==> config.mk <==
export PLATFORM = sky130hd
export DESIGN_NAME = t03_sprite_compositor
export DESIGN_NICKNAME = d
export VERILOG_FILES = /design/src/rtl/t03_dpu_pkg.sv /design/src/rtl/t03_vga_timing.sv /design/src/rtl/t03_sprite_compositor.sv
export SDC_FILE = /design/constraint.sdc
export NUM_CORES = 1
export LEC_CHECK = 0
export CAP_MARGIN = 20
export CORE_MARGIN = 1.5
export CORE_UTILIZATION = 30
export DETAILED_ROUTE_END_ITERATION = 8
export PLACE_DENSITY = 0.61
export SETUP_SLACK_MARGIN = 0.15
export SYNTH_ARGS = -nofsm -noshare
export SYNTH_HDL_FRONTEND = slang
export SYNTH_SLANG_ARGS = --single-unit
==> constraint.sdc <==
create_clock -name clk -period 5.4 [get_ports clk]
set_clock_uncertainty 0.2 [all_clocks]
set_input_delay 1.08 -clock clk [delete_from_list [all_inputs] [get_ports clk]]
set_output_delay 1.08 -clock clk [all_outputs]
set_load 0.005 [all_outputs]
==> src/rtl/t03_dpu_pkg.sv <==
// Shared types and default raster constants for the sprite compositor pixel path.
package t03_dpu_pkg;

    localparam int COORD_W  = 11;

    localparam int H_ACTIVE = 640;
    localparam int H_FP     = 16;
    localparam int H_SYNC   = 96;
    localparam int H_BP     = 48;
    localparam int V_ACTIVE = 480;
    localparam int V_FP     = 10;
    localparam int V_SYNC   = 2;
    localparam int V_BP     = 33;

    localparam int H_TOTAL  = H_ACTIVE + H_FP + H_SYNC + H_BP;
    localparam int V_TOTAL  = V_ACTIVE + V_FP + V_SYNC + V_BP;

    // Width of the local row/column index handed to the sprite LUTs.
    localparam int SPR_IDX_W = 6;

    typedef logic [7:0]         rgb332_t;
    typedef logic [COORD_W-1:0] coord_t;

    localparam rgb332_t COLOR_BLACK = 8'h00;

endpackage

==> src/rtl/t03_vga_timing.sv <==
// VGA raster counters, raw sync/active decode and the once-per-frame latch strobe.
// The strobe fires on the first pixel of the first blanking line so object
// registers are captured while nothing visible is being drawn.
module t03_vga_timing #(
    parameter int CNT_W    = 11,
    parameter int H_ACTIVE = 640,
    parameter int H_FP     = 16,
    parameter int H_SYNC   = 96,
    parameter int H_BP     = 48,
    parameter int V_ACTIVE = 480,
    parameter int V_FP     = 10,
    parameter int V_SYNC   = 2,
    parameter int V_BP     = 33
) (
    input  logic             clk,
    input  logic             rst,
    input  logic             pix_en,
    output logic [CNT_W-1:0] hcnt,
    output logic [CNT_W-1:0] vcnt,
    output logic             active,
    output logic             hsync_raw,
    output logic             vsync_raw,
    output logic             latch
);

    localparam int H_TOT = H_ACTIVE + H_FP + H_SYNC + H_BP;
    localparam int V_TOT = V_ACTIVE + V_FP + V_SYNC + V_BP;

    localparam logic [CNT_W-1:0] H_LAST = CNT_W'(H_TOT - 1);
    localparam logic [CNT_W-1:0] V_LAST = CNT_W'(V_TOT - 1);
    localparam logic [CNT_W-1:0] H_ACT  = CNT_W'(H_ACTIVE);
    localparam logic [CNT_W-1:0] V_ACT  = CNT_W'(V_ACTIVE);
    localparam logic [CNT_W-1:0] HS_BEG = CNT_W'(H_ACTIVE + H_FP);
    localparam logic [CNT_W-1:0] HS_END = CNT_W'(H_ACTIVE + H_FP + H_SYNC);
    localparam logic [CNT_W-1:0] VS_BEG = CNT_W'(V_ACTIVE + V_FP);
    localparam logic [CNT_W-1:0] VS_END = CNT_W'(V_ACTIVE + V_FP + V_SYNC);

    logic h_wrap;

    assign h_wrap = (hcnt == H_LAST);

    // Raster position; vcnt steps once per line at the hcnt wrap.
    always_ff @(posedge clk) begin
        if (rst) begin
            hcnt <= '0;
            vcnt <= '0;
        end else if (pix_en) begin
            if (h_wrap) begin
                hcnt <= '0;
                vcnt <= (vcnt == V_LAST) ? '0 : vcnt + 1'b1;
            end else begin
                hcnt <= hcnt + 1'b1;
            end
        end
    end

    assign active    = (hcnt < H_ACT) && (vcnt < V_ACT);
    assign hsync_raw = !((hcnt >= HS_BEG) && (hcnt < HS_END));
    assign vsync_raw = !((vcnt >= VS_BEG) && (vcnt < VS_END));
    assign latch     = pix_en && !rst && (hcnt == '0) && (vcnt == V_ACT);

endmodule

==> src/rtl/t03_sprite_compositor.sv <==
// Sprite compositor: VGA timing, frame-latched object shadows, per-channel
// hit test and a 2-stage pixel pipeline driving RGB332 color and syncs.
// Optional build macro T03_COLLISION_EN adds per-channel sticky collision
// flags reported at each frame_start; without it collision is tied low.
module t03_sprite_compositor #(
    parameter int N_CH     = 2,
    parameter int COORD_W  = 11,
    parameter int SPR_W    = 40,
    parameter int SPR_H    = 60,
    parameter int H_ACTIVE = 640,
    parameter int H_FP     = 16,
    parameter int H_SYNC   = 96,
    parameter int H_BP     = 48,
    parameter int V_ACTIVE = 480,
    parameter int V_FP     = 10,
    parameter int V_SYNC   = 2,
    parameter int V_BP     = 33
) (
    input  logic                    clk,
    input  logic                    rst,
    input  logic                    pix_en,
    input  logic [N_CH*COORD_W-1:0] obj_x,
    input  logic [N_CH*COORD_W-1:0] obj_y,
    input  logic [N_CH-1:0]         obj_en,
    input  logic [N_CH*8-1:0]       obj_color,
    input  logic [7:0]              bg_color,
    output logic [N_CH*6-1:0]       spr_row,
    output logic [N_CH*6-1:0]       spr_col,
    input  logic [N_CH-1:0]         spr_px,
    output logic [7:0]              color,
    output logic                    hsync,
    output logic                    vsync,
    output logic                    frame_start,
    output logic [N_CH-1:0]         collision
);
    import t03_dpu_pkg::*;

    localparam int CW1 = COORD_W + 1;

    logic [COORD_W-1:0] hcnt;
    logic [COORD_W-1:0] vcnt;
    logic               active;
    logic               hsync_raw;
    logic               vsync_raw;
    logic               latch;

    t03_vga_timing #(
        .CNT_W    (COORD_W),
        .H_ACTIVE (H_ACTIVE),
        .H_FP     (H_FP),
        .H_SYNC   (H_SYNC),
        .H_BP     (H_BP),
        .V_ACTIVE (V_ACTIVE),
        .V_FP     (V_FP),
        .V_SYNC   (V_SYNC),
        .V_BP     (V_BP)
    ) u_timing (
        .clk       (clk),
        .rst       (rst),
        .pix_en    (pix_en),
        .hcnt      (hcnt),
        .vcnt      (vcnt),
        .active    (active),
        .hsync_raw (hsync_raw),
        .vsync_raw (vsync_raw),
        .latch     (latch)
    );

    assign frame_start = latch;

    logic [N_CH*COORD_W-1:0] sh_x;
    logic [N_CH*COORD_W-1:0] sh_y;
    logic [N_CH-1:0]         sh_en;
    logic [N_CH*8-1:0]       sh_color;
    rgb332_t                 sh_bg;

    // Object shadows only change at the frame latch, so a frame never tears.
    always_ff @(posedge clk) begin
        if (rst) begin
            sh_x     <= '0;
            sh_y     <= '0;
            sh_en    <= '0;
            sh_color <= '0;
            sh_bg    <= COLOR_BLACK;
        end else if (latch) begin
            sh_x     <= obj_x;
            sh_y     <= obj_y;
            sh_en    <= obj_en;
            sh_color <= obj_color;
            sh_bg    <= bg_color;
        end
    end

    // Stage 0: per-channel hit test. One extra bit keeps x+SPR_W from wrapping,
    // so sprites near the right/bottom edge are clipped instead of reappearing.
    logic [N_CH-1:0] hit;
    logic [CW1-1:0]  h_ext;
    logic [CW1-1:0]  v_ext;

    assign h_ext = {1'b0, hcnt};
    assign v_ext = {1'b0, vcnt};

    for (genvar i = 0; i < N_CH; i++) begin : g_ch
        logic [COORD_W-1:0] x_i;
        logic [COORD_W-1:0] y_i;
        logic [CW1-1:0]     x_lo;
        logic [CW1-1:0]     x_hi;
        logic [CW1-1:0]     y_lo;
        logic [CW1-1:0]     y_hi;

        assign x_i  = sh_x[i*COORD_W +: COORD_W];
        assign y_i  = sh_y[i*COORD_W +: COORD_W];
        assign x_lo = {1'b0, x_i};
        assign y_lo = {1'b0, y_i};
        assign x_hi = x_lo + CW1'(SPR_W);
        assign y_hi = y_lo + CW1'(SPR_H);

        assign hit[i] = sh_en[i]
                        && (h_ext >= x_lo) && (h_ext < x_hi)
                        && (v_ext >= y_lo) && (v_ext < y_hi);

        assign spr_col[i*SPR_IDX_W +: SPR_IDX_W] = hit[i] ? SPR_IDX_W'(hcnt - x_i) : '0;
        assign spr_row[i*SPR_IDX_W +: SPR_IDX_W] = hit[i] ? SPR_IDX_W'(vcnt - y_i) : '0;
    end

    logic [N_CH-1:0] s1_opaque;
    logic            s1_valid;
    logic            s1_active;
    logic            s1_hsync;
    logic            s1_vsync;

    // Stage 1: capture LUT opacity alongside the raw raster flags.
    always_ff @(posedge clk) begin
        if (rst) begin
            s1_opaque <= '0;
            s1_valid  <= 1'b0;
            s1_active <= 1'b0;
            s1_hsync  <= 1'b1;
            s1_vsync  <= 1'b1;
        end else if (pix_en) begin
            s1_opaque <= hit & spr_px;
            s1_valid  <= 1'b1;
            s1_active <= active;
            s1_hsync  <= hsync_raw;
            s1_vsync  <= vsync_raw;
        end
    end

    rgb332_t pick_color;

    // Lowest-index opaque channel wins; background shows through otherwise.
    always_comb begin
        pick_color = sh_bg;
        for (int i = N_CH - 1; i >= 0; i--) begin
            if (s1_opaque[i]) begin
                pick_color = sh_color[i*8 +: 8];
            end
        end
    end

    // Stage 2: pin registers; blanking forces black.
    always_ff @(posedge clk) begin
        if (rst) begin
            color <= COLOR_BLACK;
            hsync <= 1'b1;
            vsync <= 1'b1;
        end else if (pix_en) begin
            color <= (s1_valid && s1_active) ? pick_color : COLOR_BLACK;
            hsync <= s1_hsync;
            vsync <= s1_vsync;
        end
    end

`ifdef T03_COLLISION_EN
    logic [N_CH-1:0] coll_flags;
    logic [N_CH-1:0] coll_new;

    assign coll_new = (s1_valid && ($countones(s1_opaque) > 1)) ? s1_opaque : '0;

    // Sticky flags per frame; the latch-cycle pixel seeds the next frame.
    always_ff @(posedge clk) begin
        if (rst) begin
            coll_flags <= '0;
            collision  <= '0;
        end else if (latch) begin
            collision  <= coll_flags;
            coll_flags <= coll_new;
        end else if (pix_en) begin
            coll_flags <= coll_flags | coll_new;
        end
    end
`else
    assign collision = '0;
`endif

endmodule
==> results.json <==
{
  "period_minus_slack_ps": 4970,
  "place.detailed.hpwl_um": 14100,
  "port-buffer-count": 109,
  "cts_hold_buf": 0,
  "antenna_cells": 0,
  "synth_area_per_cell_um2": 7.77,
  "gr-usage-all-layers_pct": 16.3,
  "synth_compound_area_share_pct": 16.5,
  "yosysSeqAreaShare_pct": 30.5,
  "synth_ff_type": "dfxtp_1",
  "synth_mux_area_share_pct": 1.41,
  "end_kind": "primary output",
  "p_int_mw": 1.20,
  "dieArea_mm2": 0.0246,
  "fp-row-count": 56,
  "arrival_ps": 3690,
  "yosysWarnings": 0,
  "drtAntennaViolNets": 0,
  "cp_data_required_time_ps": 4120,
  "clockPowerShare_pct": 43.8,
  "clock_latency_ps": 370,
  "io_pins": 112,
  "cts_inserted_buffers": 9,
  "synth_top_family_by_area": "simple AND/OR/NAND/NOR gates",
  "pwr-share-seq_pct": 49.7,
  "num_vias": 6368,
  "grt_overflow": 0,
  "drt_iter0_drc": 353,
  "vias_per_cell": 4.80,
  "die-height_um": 157,
  "synthSimpleGateAreaFrac_pct": 22.9,
  "critPathKind": "flop to primary output",
  "clockRootBuffer": "clkbuf_16",
  "cap_violations": 0,
  "antenna_found_initial": 0,
  "power_mw": 1.62,
  "layout-drive-gt1-share_pct": 3.47,
  "final_nets": 1168,
  "grt_max_degree": 82,
  "status": "finished, final reports clean",
  "maxSlewViolCount": 0,
  "relSlewSlack_pct": 39.8,
  "synthesis.area_mm2": 0.00709,
  "final_hold_viol_count": 0,
  "drcViolationCount": 0,
  "sw_frac_of_total_pct": 25.6,
  "crit_path_max_fanout": 7,
  "initial_core_util_pct": 30.4,
  "synth-edff-count": 0,
  "wl_um": 19400,
  "synth_seq_cells": 108,
  "synthXorXnorAreaFrac_pct": 5.93,
  "worstHoldPathType": "flop to flop",
  "ys_async_sr_fraction_pct": 0,
  "clk_path_buf_depth": 2,
  "gp_congestion": 0.846,
  "wl_per_cell_um": 14.6,
  "pwr-share-comb_pct": 6.5,
  "whs_ps": 257,
  "die-width_um": 157,
  "clk_pin_slew_ps": 80,
  "worst_pin_slew_ps": 902,
  "grt_pass1_wl_um": 31400,
  "cts_max_level": 3,
  "p_sw_uw": 414,
  "rsz0062_at_grt": "no",
  "grt_pass1_vias": 6126,
  "clock-sinks": 108,
  "cts_tree": "built",
  "setup_tns_ps": 0,
  "synthDistinctLibCells": 55,
  "finalSetupViolations": 0,
  "leakagePower_nw": 3.27,
  "period_share_pct": 92.1,
  "max_freq_ghz": 0.201,
  "synthCells": 912,
  "synthAdderAreaFrac_pct": 16.3,
  "vdd_drop_max_v": 0.000150,
  "critPathLaunchType": "flop",
  "drt_first_pass_iters": 4,
  "core_mm2": 0.0233,
  "powerDensity_mw_per_mm2": 184,
  "area_delta_synth_final_pct": 23.9
}
-- power by group through the flow --
| stage | Clock, mW | Sequential (mW) | Combinational [mW] |
|---|---|---|---|
| final | 0.708 | 0.803 | 0.104 |
| after global routing | 0.771 | 0.805 | 0.115 |
| after CTS | 0.739 | 0.804 | 0.106 |
| after detailed placement | 0 | 0.822 | 0.105 |
| after global placement | 0 | 0.822 | 0.105 |
| after floorplan | 0 | 0.821 | 0.0379 |
-- final timing paths --
check,start,to,slack (ps),depth (start not counted)
hold reg to reg,sh_x[21]$_SDFFE_PP0P_,sh_x[21]$_SDFFE_PP0P_,260,2
hold / removal,sh_x[21]$_SDFFE_PP0P_,sh_x[21]$_SDFFE_PP0P_,260,2
setup reg to reg,sh_x[14]$_SDFFE_PP0P_,s1_opaque[1]$_SDFFE_PP0P_,2300,10
setup / recovery,sh_x[14]$_SDFFE_PP0P_,spr_col[11],430,11
-- worst max-delay path: stages, from the launching register on --
cell,delay [ps]
dfxtp_1,360
ha_1,240
o21ai_0,190
xnor2_1,150
ha_1,260
and3_1,200
a2111oi_0,400
a211o_1,240
nand4_1,240
buf_4,270
nor3_1,220
clkdlybuf4s50_1,550
-- cells in the final DEF, fill, tap and decap left out, drive strengths merged, types with 11 or more instances in the layout --
cell type      instances
nand2                167
a21oi                115
dfxtp                108
clkdlybuf4s50        108
ha                    86
inv                   72
nor2                  61
xnor2                 33
o21ai                 32
nand4                 22
nor3                  21
nand3                 16
nor2b                 16
xor2                  15
and3                  11
nand2b                11
-- synthesized netlist by cell type, drive strengths merged (10+ instances only) --
cell,n,area share (%)
nand2,167,8.8
nor2,61,3.2
dfxtp,108,30
buf,13,1.4
nand3,16,1.1
a21oi,115,8.1
o21ai,32,2.3
mux2i,10,1.4
nor2b,16,1.4
nand4,22,2.4
nand2b,11,0.97
xnor2,33,4.1
inv,69,3.7
and3,11,0.97
clkbuf,25,1.3
nor3,21,1.6
xor2,15,1.9
ha,86,15
-- metal layers --
| layer | vias up | part of all wire (%) | track usage (%) |
|---|---|---|---|
| met5 | - | 0 | 0 |
| met4 | 0 | 1.6 | 5.49 |
| met3 | 17 | 2.6 | 2.52 |
| met2 | 78 | 50 | 29.0 |
| met1 | 2960 | 46 | 20.0 |
| li1 | 3313 | - | - |
-- area by class of cell --
class	count	area [um^2]
fillers	2446	14500
multi-input cells	698	4490
inverters	69	259
clock inverters	7	98.8
well taps	319	399
repair buffers	117	1150
clock buffers	9	225
flip-flops and latches	108	2160
-- flip-flops by register name, summed over array words and instances, names as in the netlist --
register,flops
sh_y,22
hsync,1
vsync,1
color,8
u_timing.hcnt,11
s1_vsync,1
sh_x,22
u_timing.vcnt,11
s1_valid,1
s1_hsync,1
s1_opaque,2
sh_color,16
sh_en,2
sh_bg,8
s1_active,1
-- per-stage QoR --
step	utilization (%)	area, um^2	setup WS [ps]	cells
detailed placement	36.2	8440	660	1310
finish	37.7	8790	426	1327
floorplan	-	7090	1650	913
global route	37.7	8790	158	1327
global placement	36.2	8440	689	1310
CTS	37.6	8760	263	1326
-- cells by family after synthesis --
kind of cell / count (synthesis)
AND/OR/NAND/NOR: 347
adder cells (fa/ha/maj): 90
XOR/XNOR: 48
flip-flops: 108
other: 1
AO/OA/AOI/OAI: 201
buffers and inverters: 107
multiplexers: 10
-- what timing repair did --
item	in CTS	in global routing
buffers inserted	0	1
endpoints found under the setup margin	0	7
gates resized for setup	0	2
No activity file was read; power rests on OpenSTA's default activity.
